$ cat src/rtl/rob_core.sv
// rob_core: circular reorder buffer with in-order commit and flush on branch misprediction.
// Define ROB_FORWARD_EN to enable combinational operand forwarding on the query ports.
module rob_core #(
    parameter int ROB_SIZE = 16,
    localparam int TAG_W = $clog2(ROB_SIZE)
) (
    input  logic             clk,
    input  logic             rst,
    input  logic             rdy,
    input  logic             in_fetcher_ce,
    input  logic [4:0]       in_alloc_dest_reg,
    input  logic             in_alloc_is_branch,
    input  logic             in_alloc_pred_taken,
    output logic [TAG_W-1:0] out_alloc_tag,
    output logic             out_full,
    input  logic             in_cdb_valid,
    input  logic [TAG_W-1:0] in_cdb_tag,
    input  logic [31:0]      in_cdb_value,
    input  logic             in_cdb_taken,
    input  logic [31:0]      in_cdb_target_pc,
    output logic [4:0]       out_commit_reg,
    output logic [TAG_W-1:0] out_commit_rob,
    output logic [31:0]      out_commit_value,
    output logic             out_misbranch,
    output logic [31:0]      out_misbranch_pc,
    input  logic [TAG_W-1:0] in_query_tag1,
    input  logic [TAG_W-1:0] in_query_tag2,
    output logic             out_query_ready1,
    output logic             out_query_ready2,
    output logic [31:0]      out_query_value1,
    output logic [31:0]      out_query_value2
);

    localparam logic [TAG_W:0]   FULL_CNT = (TAG_W+1)'(ROB_SIZE);
    localparam logic [TAG_W:0]   ONE_CNT  = (TAG_W+1)'(1);
    localparam logic [TAG_W-1:0] ONE_TAG  = TAG_W'(1);

    logic [ROB_SIZE-1:0] r_busy;
    logic [ROB_SIZE-1:0] r_ready;
    logic [ROB_SIZE-1:0] r_is_branch;
    logic [ROB_SIZE-1:0] r_pred_taken;
    logic [ROB_SIZE-1:0] r_taken;
    logic [4:0]          r_dest   [ROB_SIZE];
    logic [31:0]         r_value  [ROB_SIZE];
    logic [31:0]         r_target [ROB_SIZE];

    logic [TAG_W-1:0] r_head;
    logic [TAG_W-1:0] r_tail;
    logic [TAG_W:0]   r_count;

    logic [4:0]       r_commit_reg;
    logic [TAG_W-1:0] r_commit_rob;
    logic [31:0]      r_commit_value;
    logic             r_misbranch;
    logic [31:0]      r_misbranch_pc;

    logic w_full;
    logic w_alloc;
    logic w_wb;
    logic w_commit;
    logic w_mispredict;

    // Fullness is judged on the count at cycle start, so a same-cycle commit never frees a slot early.
    assign w_full       = (r_count == FULL_CNT);
    assign w_alloc      = rdy & in_fetcher_ce & ~w_full & ~r_misbranch;
    assign w_wb         = rdy & in_cdb_valid & r_busy[in_cdb_tag] & ~r_misbranch;
    assign w_commit     = rdy & r_busy[r_head] & r_ready[r_head];
    assign w_mispredict = w_commit & r_is_branch[r_head] & (r_taken[r_head] != r_pred_taken[r_head]);

    assign out_alloc_tag    = r_tail;
    assign out_full         = w_full;
    assign out_commit_reg   = r_commit_reg;
    assign out_commit_rob   = r_commit_rob;
    assign out_commit_value = r_commit_value;
    assign out_misbranch    = r_misbranch;
    assign out_misbranch_pc = r_misbranch_pc;

    always_ff @(posedge clk or posedge rst) begin
        if (rst) begin
            r_head  <= '0;
            r_tail  <= '0;
            r_count <= '0;
            r_busy  <= '0;
            r_ready <= '0;
        end else if (w_mispredict) begin
            r_head  <= '0;
            r_tail  <= '0;
            r_count <= '0;
            r_busy  <= '0;
            r_ready <= '0;
        end else begin
            if (w_commit) begin
                r_busy[r_head] <= 1'b0;
                r_head         <= r_head + ONE_TAG;
            end
            if (w_alloc) begin
                r_busy[r_tail]  <= 1'b1;
                r_ready[r_tail] <= 1'b0;
                r_tail          <= r_tail + ONE_TAG;
            end
            if (w_wb) begin
                r_ready[in_cdb_tag] <= 1'b1;
            end
            case ({w_alloc, w_commit})
                2'b10:   r_count <= r_count + ONE_CNT;
                2'b01:   r_count <= r_count - ONE_CNT;
                default: r_count <= r_count;
            endcase
        end
    end

    // Payload fields need no reset: busy/ready alone decide whether an entry is meaningful.
    always_ff @(posedge clk) begin
        if (w_alloc) begin
            r_dest[r_tail]       <= in_alloc_dest_reg;
            r_is_branch[r_tail]  <= in_alloc_is_branch;
            r_pred_taken[r_tail] <= in_alloc_pred_taken;
        end
        if (w_wb) begin
            r_value[in_cdb_tag]  <= in_cdb_value;
            r_taken[in_cdb_tag]  <= in_cdb_taken;
            r_target[in_cdb_tag] <= in_cdb_target_pc;
        end
    end

    always_ff @(posedge clk or posedge rst) begin
        if (rst) begin
            r_commit_reg   <= '0;
            r_commit_rob   <= '0;
            r_commit_value <= '0;
            r_misbranch    <= 1'b0;
            r_misbranch_pc <= '0;
        end else if (rdy) begin
            r_commit_reg <= (w_commit && !r_is_branch[r_head]) ? r_dest[r_head] : 5'd0;
            if (w_commit) begin
                r_commit_rob   <= r_head;
                r_commit_value <= r_value[r_head];
            end
            r_misbranch <= w_mispredict;
            if (w_mispredict) begin
                r_misbranch_pc <= r_target[r_head];
            end
        end
    end

`ifdef ROB_FORWARD_EN
    // A same-cycle CDB write to the queried tag bypasses the entry so a consumer never misses it.
    always_comb begin
        out_query_ready1 = r_busy[in_query_tag1] & r_ready[in_query_tag1];
        out_query_value1 = r_value[in_query_tag1];
        out_query_ready2 = r_busy[in_query_tag2] & r_ready[in_query_tag2];
        out_query_value2 = r_value[in_query_tag2];
        if (w_wb && (in_cdb_tag == in_query_tag1)) begin
            out_query_ready1 = 1'b1;
            out_query_value1 = in_cdb_value;
        end
        if (w_wb && (in_cdb_tag == in_query_tag2)) begin
            out_query_ready2 = 1'b1;
            out_query_value2 = in_cdb_value;
        end
    end
`else
    logic w_unused_query;
    assign w_unused_query   = ^{in_query_tag1, in_query_tag2};
    assign out_query_ready1 = 1'b0;
    assign out_query_ready2 = 1'b0;
    assign out_query_value1 = '0;
    assign out_query_value2 = '0;
`endif

endmodule

$ cat config.mk
export PLATFORM = sky130hd
export DESIGN_NAME = rob_core
export DESIGN_NICKNAME = d
export VERILOG_FILES = /design/src/rtl/rob_core.sv
export SDC_FILE = /design/constraint.sdc
export NUM_CORES = 1
export LEC_CHECK = 0
export BUFFER_PORTS_ARGS = -buffer_cell sky130_fd_sc_hd__buf_4
export CAP_MARGIN = 25
export CORE_MARGIN = 8
export CORE_UTILIZATION = 60
export DETAILED_ROUTE_END_ITERATION = 10
export HOLD_SLACK_MARGIN = 0.15
export PLACE_DENSITY_LB_ADDON = 0.25
export RECOVER_POWER = 50
export SLEW_MARGIN = 40
export SYNTH_ARGS = -nofsm -noshare
export SYNTH_HDL_FRONTEND = slang
export SYNTH_SLANG_ARGS = --single-unit
$ cat constraint.sdc
create_clock -name clk -period 8.7 [get_ports clk]
set_input_delay 0.435 -clock clk [delete_from_list [all_inputs] [get_ports clk]]
set_output_delay 0.435 -clock clk [all_outputs]
set_load 0.01 [all_outputs]
# [Word level (Yosys, flattened, before mapping)]
# Memories as Yosys holds them, arrays and structs flattened. A register that Yosys moved wholly into a read port is not among the register bits.
# Cells that the tools add are included.
[op_classes] reduce_logical=10 magnitude_cmp=6 addsub=4 mux=40 bitwise_logic=18 n_eq_ne=4
[ops] operator="16-bit 2-to-1 mux" count=8
[ops] operator="16-bit bitwise mux" count=3
[ops] operator="16-bit bitwise AND" count=2
[ops] operator="16-bit inverter" count=2
[ops] operator="16-bit bitwise OR" count=2
[ops] operator="1-bit binary-select mux with 4-bit select" count=6
[ops] operator="4-bit 2-to-1 mux" count=4
[ops] operator="4-bit by 5-bit < comparator with 1-bit output, second input constant" count=3
[ops] operator="1-bit 2-to-1 mux" count=13
[ops] operator="1-bit demux with 4-bit select" count=3
[ops] operator="4-bit by 1-bit >= comparator with 1-bit output, second input constant" count=3
[ops] operator="1-bit bitwise AND" count=10
[ops] operator="5-bit 2-to-1 mux" count=2
[ops] operator="5-bit one-hot mux with 2 select lines" count=1
[ops] operator="4-bit by 1-bit adder with 4-bit output, second input constant" count=2
[ops] operator="5-bit by 1-bit adder with 5-bit output, second input constant" count=1
[ops] operator="5-bit equality test, second input constant" count=1
[ops] operator="5-bit by 1-bit subtractor with 5-bit output, second input constant" count=1
[ops] operator="1-bit logical AND" count=4
[ops] operator="2-bit AND reduction" count=2
[ops] operator="2-bit nonzero test" count=2
[ops] operator="3-bit nonzero test" count=1
[ops] operator="2-bit by 1-bit equality test with 1-bit output, second input constant" count=1
[ops] operator="2-bit equality test, second input constant" count=1
[ops] operator="3 further kinds" count=4
[word_totals] regBits=103 ramBits=1104 output_inout_bits=145 memories=3
[memory_table] memory="r_target" depth=16 word_bits=32 rd=1 rd_clocked_by_memory_dff=1 wr=1 line_no="45" text="logic [31:0] r_target [ROB_SIZE];"
[memory_table] memory="r_value" depth=16 word_bits=32 rd=1 rd_clocked_by_memory_dff=1 wr=1 line_no="44" text="logic [31:0] r_value [ROB_SIZE];"
[memory_table] memory="r_dest" depth=16 word_bits=5 rd=1 rd_clocked_by_memory_dff=0 wr=1 line_no="43" text="logic [4:0] r_dest [ROB_SIZE];"

# [Logic depth before layout (Yosys ltp)]
[depth] ltp_word=11 depth_mapped=14

# [Worst setup path before layout]
# OpenSTA, ideal clock, no wires.
[synth_timing] path_kind="input to register" startpoint="input in_cdb_tag[0]" endpoint="register r_taken[0], enable pin" t_arrival_ns=5.652 path_slack_ns=2.478 n_path_buf=1 path_stages=4 setup_ns=0.570 cell_sequence="clkbuf_1 -> mux4_2 -> nand3b_1 -> nor3_1"
[synth_via] elab_chain_len=4
[synth_rtl] element="start, declared" line_no="17" text="input logic [TAG_W-1:0] in_cdb_tag,"
[synth_rtl] element="1-bit binary-select mux with 4-bit select" line_no="66" text="assign w_wb = rdy & in_cdb_valid & r_busy[in_cdb_tag] & ~r_misbranch;"
[synth_rtl] element="1-bit 2-to-1 mux (not written as such)" line_no="66"
[synth_rtl] element="1-bit bitwise AND (2 in a row)" line_no="66"
[synth_rtl] element="end signal, assigned by index" line_no="121" text="r_taken[in_cdb_tag] <= in_cdb_taken;"
[synth_rtl] element="end, declared" line_no="42" text="logic [ROB_SIZE-1:0] r_taken;"
# No other way between the ends. The select of a mux whose other input is x is not followed.
# A chain may end at the register's enable or synchronous reset.

# [Worst setup path after layout]
[layout_timing] startpoint="register r_head[2]" endpoint="register r_count[4]"
[layout_via] elab_chain_len=7
[layout_rtl] element="start, declared" line_no="47" text="logic [TAG_W-1:0] r_head;"
[layout_rtl] element="start signal, assigned" line_no="94" text="r_head <= r_head + ONE_TAG;"
[layout_rtl] element="1-bit binary-select mux with 4-bit select" line_no="67" text="assign w_commit = rdy & r_busy[r_head] & r_ready[r_head];"
[layout_rtl] element="1-bit 2-to-1 mux (not written as such)" line_no="67"
[layout_rtl] element="1-bit bitwise AND (2 in a row)" line_no="67"
[layout_rtl] element="2-bit by 1-bit equality test with 1-bit output (tied with other cells)" line_no="104" text="case ({w_alloc, w_commit})"
[layout_rtl] element="5-bit one-hot mux with 2 select lines / 1-bit bitwise AND (equally long branches)" line_no="104, 68"
[layout_rtl] element="5-bit 2-to-1 mux / 3-bit nonzero test (equally long branches)"
[layout_rtl] element="end signal, assigned" line_no="105" text="2'b10: r_count <= r_count + ONE_CNT;"
[layout_rtl] element="end signal, assigned" line_no="106" text="2'b01: r_count <= r_count - ONE_CNT;"
[layout_rtl] element="end signal, assigned" line_no="107" text="default: r_count <= r_count;"
[layout_rtl] element="end, declared" line_no="49" text="logic [TAG_W:0] r_count;"
# Several ways; a longest one is shown, not always the timed one. The select of a mux whose other input is x is not followed.

==> metrics.log <==
[metrics] P&R area growth vs syn: 14.1%
[metrics] Post-Syn Instances: 2145
[metrics] Period Utilization, post-route: 55.1%
[metrics] top-area cell type share of the netlist area: 70.4%
[metrics] post-synthesis area per instance: 22.9 sq um
[metrics] worst min-delay path class: in2reg
[metrics] first-pass GRT wire length: 160000 microns
[metrics] Worst-Margin Slew: 4340 ps
[metrics] CP Max Fanout: 29
[metrics] WHS Endpoint: out_commit_reg[1]$_DFFE_PP0P_
[metrics] count of final max-slew check failures: 59
[metrics] run status: complete, but fails checks
[metrics] final critical path time including I/O delays and setup: 4800 ps
[metrics] overflow left after global routing: 0
[metrics] Most used DFF post-synth: sky130_fd_sc_hd__edfxtp_1
[metrics] biggest area consumer among synthesized cells: sky130_fd_sc_hd__edfxtp_1
[metrics] WS Path Type: reg2reg
[metrics] number of post-CTS setup repair buffers: 0
[metrics] required arrival time at the worst endpoint: 9270 ps
[metrics] Power Density: 293 mW/mm^2
[metrics] number of synthesized flops with an enable pin: 1152
[metrics] die span in y: 302 microns
[metrics] sequential area share after synthesis: 76.5%
[metrics] R2R setup slack: 3900 ps
[metrics] number of antenna violations at the first check in global routing: 8
[metrics] via count of the first global-routing pass: 24200
[metrics] io pins: 234
[metrics] fraction of layout instances using a drive strength above 1: 29.3%
[metrics] dominant delay contributor by cell family on the critical path: simple AND/OR/NAND/NOR gates
[metrics] number of DRC violations after detailed routing: 0
[metrics] cell types with the largest area share after synthesis: sky130_fd_sc_hd__edfxtp_1, sky130_fd_sc_hd__mux4_2, sky130_fd_sc_hd__dfrtp_1
[metrics] post-DR wirelength/cell: 30.3 microns
[metrics] initial core utilization: 60.2%
[metrics] worst vdd ir: 0.000195 V
[metrics] Clock Skew: 22.0 ps
[metrics] post-CTS clock slew at the launch and capture registers of the worst setup and hold paths: 70 ps
[metrics] Core Box Area: 0.0816 sq mm
[metrics] most common cell after layout, fill and taps aside: sky130_fd_sc_hd__edfxtp_1
[metrics] placed wire-length estimate: 56100 microns
[metrics] FF-to-FF End: r_count[4]$_DFFE_PP0P_
[metrics] number of warning messages in the yosys log: 0
[metrics] unrepaired setup endpoints after global routing: false
[metrics] post-synthesis cell area: 0.0491 sq mm
[metrics] startpoint kind of the worst setup timing path: flop
[metrics] drt via density: 6.34
[metrics] number of buffers inserted during clock tree synthesis: 121
[metrics] number of detailed-routing iterations run before antenna repair: 5
[metrics] chip width: 302 microns
[metrics] last weighted congestion value of the routability-driven placer: 0.808
[metrics] async set or reset register ratio after synthesis: 9.36%
[metrics] CTS max path bufs: 3
[metrics] hold_sp: rdy
[metrics] CP max-delay cell: sky130_fd_sc_hd__nor2b_1
[metrics] leakage power of the design: 0.0183 uW
[metrics] total number of placement rows: 105
[metrics] total of max-cap violations: 1
[metrics] most frequent cells in the layout: sky130_fd_sc_hd__edfxtp_1, sky130_fd_sc_hd__mux4_2, sky130_fd_sc_hd__clkbuf_1
[metrics] CTS HTree Levels: 3
[metrics] total die area: 0.0913 sq mm
[metrics] FMAX: 209 MHz
[metrics] master cell of the clock root buffer: sky130_fd_sc_hd__clkbuf_16
[metrics] Final Routed Wirelength: 110000 microns
[metrics] overall global routing resource usage: 24.2%
[metrics] registers with the most flip-flops: r_target (512), r_value (512), r_dest (80)
[metrics] depth of the worst hold-timing path: 3
[metrics] sort of element at the end of the critical path: flop
[metrics] count of placed standard cells in the final layout, fillers left out: 3629
[metrics] clock sink count: 1271
[metrics] headroom to the max-slew limit: -191%
[metrics] final hold violations: 0
[metrics] r2r worst-path depth: 13
[metrics] CTS tree: yes
[metrics] Inst Count DP: 3315
[metrics] cells along the critical path: buf_4 -> nor2b_1 -> nand2_1 -> nand4_1 -> nand3_1 -> inv_1 -> ha_1 -> nor2b_1 -> o21ai_0 -> nand3_1 -> nor3_1 -> a211oi_1 -> a2111oi_0
[metrics] Setup violations, final: 0
[metrics] total number of vias: 23000
[metrics] count of state elements after synthesis: 1271
[metrics] setup_tns: 0 ps
[metrics] Post-layout nets: 2546
[metrics] port buffer count: 159
[metrics] clock latency at the later pin of the worst-skew pair: 690 ps
[metrics] failing checks: max-capacitance violations, max-slew violations
[metrics] pin count of the biggest net entering global routing: 72
[metrics] DRC violation total after the first TritonRoute iteration: 2375
[metrics] Worst path max stage delay: 780 ps
[metrics] Data arrival, critical path: 5360 ps
[metrics] worst reg2reg path startpoint: r_head[2]$_DFFE_PP0P_
[metrics] count of distinct cell types in the synthesized netlist: 45
[metrics] critical path buffer and inverter count: 2
[metrics] antenna violation net count after detailed routing: 0
## worst max-delay path by stage
stage / from / to / slack, ps / depth (start not counted)
after floorplan: in_cdb_tag[0] / r_taken[0]$_DFFE_PP_ / 2480 / 4
after detailed placement: r_head[0]$_DFFE_PP0P_ / r_count[4]$_DFFE_PP0P_ / 3680 / 14
after global routing: r_head[2]$_DFFE_PP0P_ / r_count[4]$_DFFE_PP0P_ / 3540 / 13
after global placement: r_head[0]$_DFFE_PP0P_ / r_count[4]$_DFFE_PP0P_ / 3790 / 13
final: r_head[2]$_DFFE_PP0P_ / r_count[4]$_DFFE_PP0P_ / 3900 / 13
after CTS: r_head[0]$_DFFE_PP0P_ / r_count[4]$_DFFE_PP0P_ / 3680 / 14
## tightest hold or removal path: cells and delay by family
family	cells	cell delay (ps)
buffers and inverters	2	240
AO/OA/AOI/OAI	1	170
## power breakdown
group | switching, uW | internal, uW | total, uW
logic | 1760 | 1950 | 3710
registers | 311 | 6960 | 7270
clock network | 2230 | 3180 | 5410
## cell usage after synthesis (2+ instances only)
library cell,number
sky130_fd_sc_hd__buf_4,71
sky130_fd_sc_hd__nor2_1,40
sky130_fd_sc_hd__mux4_2,368
sky130_fd_sc_hd__inv_1,33
sky130_fd_sc_hd__a221oi_2,2
sky130_fd_sc_hd__edfxtp_1,1152
sky130_fd_sc_hd__mux2_1,6
sky130_fd_sc_hd__nand2b_1,2
sky130_fd_sc_hd__a22o_1,2
sky130_fd_sc_hd__nand2_1,26
sky130_fd_sc_hd__xor2_1,3
sky130_fd_sc_hd__nand4_1,7
sky130_fd_sc_hd__nor2b_1,5
sky130_fd_sc_hd__mux2i_1,6
sky130_fd_sc_hd__nand3_1,22
sky130_fd_sc_hd__o21ai_0,24
sky130_fd_sc_hd__o2bb2ai_1,5
sky130_fd_sc_hd__clkbuf_1,61
sky130_fd_sc_hd__a21o_1,3
sky130_fd_sc_hd__xnor2_1,5
sky130_fd_sc_hd__buf_2,27
sky130_fd_sc_hd__a21oi_1,39
sky130_fd_sc_hd__mux2_2,60
sky130_fd_sc_hd__and2_1,2
sky130_fd_sc_hd__nand3b_1,3
sky130_fd_sc_hd__dfrtp_1,119
sky130_fd_sc_hd__nor3_1,11
sky130_fd_sc_hd__buf_1,10
sky130_fd_sc_hd__ha_1,11
sky130_fd_sc_hd__buf_6,5
## metrics by stage
stage / area, sq um / total power, uW / hold WS (ps) / setup WS, ps / util (%)
2_1_floorplan: 49300 / 10100 / 477 / 2480 / -
3_3_place_gp: 51400 / 11100 / 472 / 3790 / 63.0
3_5_place_dp: 51500 / 11200 / 483 / 3680 / 63.1
4_1_cts: 56400 / 16600 / 189 / 3680 / 69.1
5_1_grt: 56000 / 17000 / 211 / 3540 / 68.7
6_report: 56000 / 16400 / 206 / 3900 / 68.7
## what timing repair did
item / CTS / global route
hold endpoints to repair: 1209 / 0
hold buffers: 73 / 0
endpoints found under the setup margin: 0 / 0
resized for setup: 0 / 0
## cells by family after synthesis
group,after synthesis,share of synthesized area [%]
flops,1271,76.5
other cells,1,0.00764
buf+inv,207,2.27
compound gates,81,1.02
xor+xnor,8,0.143
mux,440,18.5
simple gates,125,1.21
fa+ha+maj,12,0.321
## layout make-up
| type | instances | area (sq um) |
|---|---|---|
| Antenna cell | 5 | 12.5 |
| Clock buffer | 160 | 3340 |
| Clock inverter | 72 | 832 |
| Fill cell | 4874 | 25500 |
| Inverter | 33 | 125 |
| Multi-Input combinational cell | 732 | 10800 |
| Sequential cell | 1271 | 37600 |
| Tap cell | 1070 | 1340 |
| Timing Repair Buffer | 286 | 2030 |
## metal layers
layer  up-vias  part of all wire [%]  track usage [%]
li1       9457                     -                -
met1     12300                    38             32.2
met2      1098                    52             41.5
met3       197                   7.4             4.13
met4         6                   2.4             7.10
met5         -                 0.034                0
Power figures use the tool's default switching activity.
